==> config.mk <==
export PLATFORM = sky130hd
export DESIGN_NAME = mem_stage_lsu
export DESIGN_NICKNAME = d
export VERILOG_FILES = /design/src/rtl/lsu_pkg.sv /design/src/rtl/lsu_align.sv /design/src/rtl/mem_stage_lsu.sv
export SDC_FILE = /design/constraint.sdc
export NUM_CORES = 1
export LEC_CHECK = 0
export ABC_AREA = 0
export CAP_MARGIN = 30
export CORE_AREA = 2 2 125 127
export DETAILED_ROUTE_END_ITERATION = 10
export DIE_AREA = 0 0 127 129
export GPL_TIMING_DRIVEN = 0
export PLACE_DENSITY_LB_ADDON = 0.12
export SLEW_MARGIN = 20
export SYNTH_ARGS = -nofsm -noshare
export SYNTH_HDL_FRONTEND = slang
export SYNTH_SLANG_ARGS = --single-unit
==> constraint.sdc <==
create_clock -name clk -period 3.2 [get_ports clk]
set_clock_uncertainty 0.1 [all_clocks]
set_input_delay 0.32 -clock clk [delete_from_list [all_inputs] [get_ports clk]]
set_output_delay 0.32 -clock clk [all_outputs]
set_load 0.005 [all_outputs]
==> src/rtl/lsu_pkg.sv <==
// rtl/lsu_pkg.sv - shared funct3 codes and FSM state type for the MEM-stage LSU
package lsu_pkg;
   localparam logic [2:0] F3_B  = 3'b000;
   localparam logic [2:0] F3_H  = 3'b001;
   localparam logic [2:0] F3_W  = 3'b010;
   localparam logic [2:0] F3_BU = 3'b100;
   localparam logic [2:0] F3_HU = 3'b101;

   typedef enum logic [1:0] {IDLE, REQ, RSP} lsu_state_t;
endpackage

==> src/rtl/lsu_align.sv <==
// rtl/lsu_align.sv - byte enables, store lane replication, load extract/extend
// Misaligned detect active only when LSU_MISALIGN_TRAP_EN is defined.
module lsu_align
   import lsu_pkg::*;
#(
   parameter int DATA_LENGTH = 32
) (
   input  logic [2:0]             i_funct3,
   input  logic                   i_is_load,
   input  logic [1:0]             i_addr_lo,
   input  logic [DATA_LENGTH-1:0] i_w_data,
   input  logic [DATA_LENGTH-1:0] i_rdata,
   output logic [3:0]             o_be,
   output logic [DATA_LENGTH-1:0] o_wdata,
   output logic [DATA_LENGTH-1:0] o_load_data,
   output logic                   o_misaligned
);
   logic        w_is_byte;
   logic        w_is_half;
   logic [7:0]  w_byte;
   logic [15:0] w_half;

   assign w_is_byte = (i_funct3 == F3_B) || (i_funct3 == F3_BU);
   assign w_is_half = (i_funct3 == F3_H) || (i_funct3 == F3_HU);

   always_comb begin
      w_byte      = i_rdata[7:0];
      w_half      = i_addr_lo[1] ? i_rdata[31:16] : i_rdata[15:0];
      o_be        = 4'b1111;
      o_wdata     = i_w_data;
      o_load_data = i_rdata;
      case (i_addr_lo)
         2'd0:    w_byte = i_rdata[7:0];
         2'd1:    w_byte = i_rdata[15:8];
         2'd2:    w_byte = i_rdata[23:16];
         default: w_byte = i_rdata[31:24];
      endcase
      // Undefined funct3 codes fall through to word behaviour
      if (w_is_byte) begin
         o_be        = 4'b0001 << i_addr_lo;
         o_wdata     = {4{i_w_data[7:0]}};
         o_load_data = (i_funct3 == F3_BU) ? {{(DATA_LENGTH-8){1'b0}}, w_byte}
                                           : {{(DATA_LENGTH-8){w_byte[7]}}, w_byte};
      end else if (w_is_half) begin
         o_be        = i_addr_lo[1] ? 4'b1100 : 4'b0011;
         o_wdata     = {2{i_w_data[15:0]}};
         o_load_data = (i_funct3 == F3_HU) ? {{(DATA_LENGTH-16){1'b0}}, w_half}
                                           : {{(DATA_LENGTH-16){w_half[15]}}, w_half};
      end
      if (i_is_load) o_be = 4'b1111;
   end

`ifdef LSU_MISALIGN_TRAP_EN
   assign o_misaligned = (w_is_half && i_addr_lo[0]) ||
                         (!w_is_byte && !w_is_half && (i_addr_lo != 2'b00));
`else
   assign o_misaligned = 1'b0;
`endif
endmodule

==> src/rtl/mem_stage_lsu.sv <==
// rtl/mem_stage_lsu.sv - MEM-stage load/store unit with valid/gnt/rvalid data port
// Optional misaligned-access trap selected by LSU_MISALIGN_TRAP_EN.
module mem_stage_lsu
   import lsu_pkg::*;
#(
   parameter int DATA_LENGTH = 32,
   parameter int PC_WIDTH    = 32
) (
   input  logic                   clk,
   input  logic                   rst,
   input  logic                   valid_in,
   input  logic                   mem_read_in,
   input  logic                   mem_write_in,
   input  logic [2:0]             funct3_in,
   input  logic [DATA_LENGTH-1:0] alu_res_in,
   input  logic [DATA_LENGTH-1:0] w_data_in,
   input  logic [4:0]             rd_in,
   input  logic [PC_WIDTH-1:0]    pc_plus4_in,
   output logic                   stall_out,
   output logic                   dmem_req,
   output logic                   dmem_we,
   output logic [DATA_LENGTH-1:0] dmem_addr,
   output logic [3:0]             dmem_be,
   output logic [DATA_LENGTH-1:0] dmem_wdata,
   input  logic                   dmem_gnt,
   input  logic                   dmem_rvalid,
   input  logic [DATA_LENGTH-1:0] dmem_rdata,
   output logic                   valid_out,
   output logic [DATA_LENGTH-1:0] result_out,
   output logic [4:0]             rd_out,
   output logic [PC_WIDTH-1:0]    pc_plus4_out,
   output logic                   misaligned_out
);
   lsu_state_t r_state, w_state_nxt;

   logic                   r_is_load;
   logic [2:0]             r_funct3;
   logic [DATA_LENGTH-1:0] r_addr;
   logic [DATA_LENGTH-1:0] r_w_data;
   logic [4:0]             r_rd;
   logic [PC_WIDTH-1:0]    r_pc;

   logic                   w_idle;
   logic                   w_mem_op;
   logic                   w_capture;
   logic                   w_sel_is_load;
   logic [2:0]             w_sel_funct3;
   logic [DATA_LENGTH-1:0] w_sel_addr;
   logic [DATA_LENGTH-1:0] w_sel_w_data;
   logic [3:0]             w_be;
   logic [DATA_LENGTH-1:0] w_wdata;
   logic [DATA_LENGTH-1:0] w_load_data;
   logic                   w_misaligned;

   assign w_idle   = (r_state == IDLE);
   assign w_mem_op = valid_in && (mem_read_in || mem_write_in);

   // Entry cycle formats straight from EX/MEM; later cycles use the captured copy
   assign w_sel_is_load = w_idle ? mem_read_in : r_is_load;
   assign w_sel_funct3  = w_idle ? funct3_in   : r_funct3;
   assign w_sel_addr    = w_idle ? alu_res_in  : r_addr;
   assign w_sel_w_data  = w_idle ? w_data_in   : r_w_data;

   lsu_align #(.DATA_LENGTH(DATA_LENGTH)) u_align (
      .i_funct3     (w_sel_funct3),
      .i_is_load    (w_sel_is_load),
      .i_addr_lo    (w_sel_addr[1:0]),
      .i_w_data     (w_sel_w_data),
      .i_rdata      (dmem_rdata),
      .o_be         (w_be),
      .o_wdata      (w_wdata),
      .o_load_data  (w_load_data),
      .o_misaligned (w_misaligned)
   );

   always_ff @(posedge clk) begin
      if (rst) begin
         r_state   <= IDLE;
         r_is_load <= 1'b0;
         r_funct3  <= '0;
         r_addr    <= '0;
         r_w_data  <= '0;
         r_rd      <= '0;
         r_pc      <= '0;
      end else begin
         r_state <= w_state_nxt;
         if (w_capture) begin
            r_is_load <= mem_read_in;
            r_funct3  <= funct3_in;
            r_addr    <= alu_res_in;
            r_w_data  <= w_data_in;
            r_rd      <= rd_in;
            r_pc      <= pc_plus4_in;
         end
      end
   end

   always_comb begin
      w_state_nxt    = r_state;
      w_capture      = 1'b0;
      stall_out      = 1'b0;
      dmem_req       = 1'b0;
      dmem_we        = 1'b0;
      dmem_addr      = '0;
      dmem_be        = '0;
      dmem_wdata     = '0;
      valid_out      = 1'b0;
      result_out     = '0;
      rd_out         = '0;
      pc_plus4_out   = '0;
      misaligned_out = 1'b0;
      case (r_state)
         IDLE: begin
            valid_out    = valid_in;
            result_out   = alu_res_in;
            rd_out       = rd_in;
            pc_plus4_out = pc_plus4_in;
            if (w_mem_op) begin
               if (w_misaligned) begin
                  misaligned_out = 1'b1;
               end else begin
                  w_capture  = 1'b1;
                  dmem_req   = 1'b1;
                  dmem_we    = !mem_read_in;
                  dmem_addr  = {alu_res_in[DATA_LENGTH-1:2], 2'b00};
                  dmem_be    = w_be;
                  dmem_wdata = w_wdata;
                  if (!(dmem_gnt && !mem_read_in)) begin
                     valid_out   = 1'b0;
                     stall_out   = 1'b1;
                     w_state_nxt = dmem_gnt ? RSP : REQ;
                  end
               end
            end
         end
         REQ: begin
            dmem_req     = 1'b1;
            dmem_we      = !r_is_load;
            dmem_addr    = {r_addr[DATA_LENGTH-1:2], 2'b00};
            dmem_be      = w_be;
            dmem_wdata   = w_wdata;
            rd_out       = r_rd;
            pc_plus4_out = r_pc;
            stall_out    = 1'b1;
            if (dmem_gnt) begin
               if (r_is_load) begin
                  w_state_nxt = RSP;
               end else begin
                  valid_out   = 1'b1;
                  result_out  = r_addr;
                  stall_out   = 1'b0;
                  w_state_nxt = IDLE;
               end
            end
         end
         RSP: begin
            rd_out       = r_rd;
            pc_plus4_out = r_pc;
            stall_out    = 1'b1;
            if (dmem_rvalid) begin
               valid_out   = 1'b1;
               result_out  = w_load_data;
               stall_out   = 1'b0;
               w_state_nxt = IDLE;
            end
         end
         default: w_state_nxt = IDLE;
      endcase
      if (rst) begin
         stall_out      = 1'b0;
         dmem_req       = 1'b0;
         dmem_we        = 1'b0;
         dmem_addr      = '0;
         dmem_be        = '0;
         dmem_wdata     = '0;
         valid_out      = 1'b0;
         result_out     = '0;
         rd_out         = '0;
         pc_plus4_out   = '0;
         misaligned_out = 1'b0;
      end
   end
endmodule

==> qor.tcl <==
set qor(post_synth_inst_count) 992
set qor(vias_per_cell) 5.885
set qor(cts_clk_pin_slew_worst_paths_ps) 80
set qor(setup-violations-final) 0
set qor(layout_setup_ws_ps) 57.64
set qor(cellLeakagePower_nw) 4.236
set qor(cts_made_buffers) 9
set qor(synthTopCellsByArea) {dfxtp_1 (31%), nand2_1 (15%), a21oi_1 (11%)}
set qor(whs_ps) 187.7
set qor(netlist_top_cells_count) {nand2_1 (271), a21oi_1 (155), dfxtp_1 (107)}
set qor(maximum_number_of_pins_on_one_net_before_global_route_repair) 19
set qor(hold_path.startpoint) {alu_res_in[1]}
set qor(wl_per_cell_um) 19.24
set qor(ctsLongestPathBuffers) 2
set qor(post_route_cells_drive_above_1_share_pct) 12.36
set qor(power.ir.vdd_worst_v) 0.0003571
set qor(place_congestion) 0.9316
set qor(final-max-slew-violation-count) 0
set qor(worst_setup_path_start_kind) {flip-flop}
set qor(hold_path_depth) 3
set qor(sequential_element_share_of_the_synthesized_area_pct) 31.12
set qor(detailedPlace.worstSlack_ps) -271.9
set qor(initialDrtViolationCount) 778
set qor(post_route_setup_tns_ps) 0
set qor(crit-reg2reg-capture) {r_funct3[0]$_SDFFE_PP0P_}
set qor(ys_dominant_reg_cell) {dfxtp_1}
set qor(drv_cap) 0
set qor(maxClockFrequency_mhz) 318.2
set qor(netlist.top_cell.by_area) {dfxtp_1}
set qor(first_global_vias) 8276
set qor(grt_antenna_before_repair) 0
set qor(drt_wl_total_mm) 28.84
set qor(status) {completed}
set qor(critPathRequiredTime_ps) 2780
set qor(endpoint_worst_hold) {r_addr[1]$_SDFFE_PP0P_}
set qor(root_buffer) {clkbuf_16}
set qor(area.sequential_um2) 2145
set qor(total_number_of_vias) 8822
set qor(finish.net_count) 1453
set qor(timing.reg2reg.worst_path_depth) 9
set qor(synthesized_flop_and_latch_total) 107
set qor(fin_crit_ps) 3142
set qor(port_buffers) 279
set qor(finalHoldViolCount) 0
set qor(clk_latency_ps) 350
set qor(swShare_pct) 41.26
set qor(dp_wirelength_mm) 20.91
set qor(core_region_area_um2) 14980
set qor(post_synth_instance_area_um2) 6884
set qor(ys_types) 45
set qor(drtPass1Iterations) 5
set qor(fillerInstances) 1251
set qor(h-tree-depth) 3
set qor(reg2reg_from) {r_state[0]$_SDFFE_PP0P_}
set qor(worst_hold_path_type) {input port to flip-flop}
set qor(multi_input_area_um2) 4506
set qor(die_width_um) 127
set qor(fin_crit_sh_pct) 98.20
set qor(placed_area_um2) 9920
set qor(ios) 285
set qor(floorplan.initialDensity_pct) 45.96
set qor(clock_power_share_pct) 18.1
set qor(cts_sinks) 107
set qor(power_density_nw_per_um2) 609.4
set qor(combPwrFrac_pct) 57.6
set qor(critical_path_peak_fanout) 10
set qor(row_count) 45
set qor(tightestPinTransition_ps) 709.1
set qor(post-synth-top-area-fraction_pct) 31.12
set qor(syn2layout_area_growth_pct) 56.34
set qor(track_usage_pct) 33.30
set qor(avgSynthCellArea_um2) 6.940
set qor(r2r_slack_ps) 920
set qor(drc) 0
set qor(cp.arrival_ps) 2720
set qor(power.sequential.fraction_pct) 24.3
set qor(most_numerous_cell_in_the_yosys_netlist) {nand2_1}
set qor(die-area_um2) 16380
set qor(end_kind) {output port}
set qor(synth-warning-count) 0
set qor(slew-limit-headroom_pct) 52.55
set qor(asyncSetResetFlopFracSynth_pct) 0
set qor(grt_pass1_wl_mm) 43.43
set qor(tritoncts) {done}
set qor(grt-ovfl-total) 0
set qor(synth_enable_flop_cells) 0
set qor(rsz_0062_raised_after_global_routing) {yes}
set qor(die_height_um) 129
set qor(finalInstanceArea_um2) 10760
set qor(net_switching_mw) 2.707
set qor(intPower_mw) 3.853
set qor(number_of_antenna_repair_diodes) 0
set qor(antenna_violating_nets_post_route) 0
set qor(kind_of_critical_path) {flip-flop to output port}
how the worst max path moves through the flow:
stage	slack, ps	from	cells past startpoint	end
after floorplan	860	r_state[0]$_SDFFE_PP0P_	9	result_out[21]
after global placement	-250	rst	8	result_out[26]
after detailed placement	-270	rst	8	result_out[26]
after CTS	-90	r_state[0]$_SDFFE_PP0P_	12	result_out[5]
after global routing	-50	r_addr[0]$_SDFFE_PP0P_	8	result_out[15]
final	60	r_state[0]$_SDFFE_PP0P_	10	result_out[15]
power by group through the flow:
stage / clock network (mW) / registers [mW] / logic, mW
CTS: 1.20 / 1.58 / 3.54
detailed placement: 0 / 1.61 / 3.31
finish: 1.19 / 1.59 / 3.78
floorplan: 0 / 1.59 / 1.95
global placement: 0 / 1.60 / 3.29
global route: 1.25 / 1.61 / 4.03
critical path: stages (launching register included):
cell and delay [ps]:
dfxtp_2 330, inv_1 110, ha_4 190, buf_8 160, nand3_1 150, a21oi_1 370, a21oi_2 100, a32oi_4 240
buf_12 160, o22ai_1 90, clkdlybuf4s50_1 470
metal layers:
metal | routed length (µm) | track usage (%)
met5 | 0 | 0
met4 | 1152 | 14.35
met3 | 2574 | 6.819
met2 | 13490 | 56.33
met1 | 11620 | 41.35
layout by cell type (no fill, tap or decap), types with 5 or more instances in the layout:
| cell type | netlist | layout |
|---|---|---|
| nand2_1 | 271 | 270 |
| clkdlybuf4s50_1 | 0 | 241 |
| a21oi_1 | 155 | 152 |
| dfxtp_1 | 107 | 105 |
| nor2_1 | 92 | 91 |
| a22oi_1 | 78 | 78 |
| clkbuf_1 | 53 | 39 |
| buf_4 | 9 | 30 |
| a211oi_1 | 34 | 22 |
| mux2i_1 | 26 | 22 |
| o22ai_1 | 23 | 21 |
| clkbuf_2 | 0 | 20 |
| o221ai_1 | 17 | 17 |
| nand3_1 | 16 | 15 |
| dlygate4sd2_1 | 0 | 15 |
| buf_6 | 3 | 14 |
| dlymetal6s2s_1 | 0 | 14 |
| buf_2 | 24 | 13 |
| mux2_2 | 15 | 13 |
| a211oi_2 | 1 | 12 |
| o22ai_2 | 10 | 11 |
| clkbuf_16 | 0 | 9 |
| o21ai_0 | 7 | 7 |
| inv_1 | 7 | 6 |
| buf_1 | 9 | 6 |
| mux2i_4 | 1 | 5 |
per-stage QoR:
| step | utilization [%] | power [mW] | std cells |
|---|---|---|---|
| global placement | 66.23 | 4.891 | 1461 |
| global route | 71.86 | 6.883 | 1499 |
| CTS | 70.47 | 6.331 | 1496 |
| detailed placement | 66.23 | 4.925 | 1461 |
| floorplan | - | 3.538 | 994 |
| finish | 71.86 | 6.559 | 1499 |
state kept, by name, summed over array words and instances (netlist names):
register   count
r_funct3       3
r_w_data      32
r_rd           5
r_state        2
r_addr        32
r_is_load      1
r_pc          32
repair_timing:
item / 4_1_cts / 5_1_grt
endpoints found under the setup margin: 133 / 99
gates cloned: 1 / 0
setup buffers: 18 / 4
pin swaps: 7 / 13
gates resized for setup: 93 / 75
hold buffers: 0 / 0
logic make-up (layout without fill, tap and decap cells):
family          after synthesis  after routing  synth area share, %
compound gates              338            338                32.02
fa+ha+maj                     4              4               0.7270
buf+inv                     105            422                6.979
flops                       107            107                31.12
mux                          43             43                6.761
other cells                   1              3              0.05447
simple gates                394            394                22.34
cell type report:
cell class              count  share of cell area, %
flip-flops and latches    107                  19.93
repair buffers            302                  27.52
clock inverters             5                 0.6626
plain buffers              97                  5.348
clock buffers              11                  2.255
inverters                   7                 0.2441
well taps                 188                  2.186
multi-input cells         782                  41.86
Power figures use the tool's default switching activity.
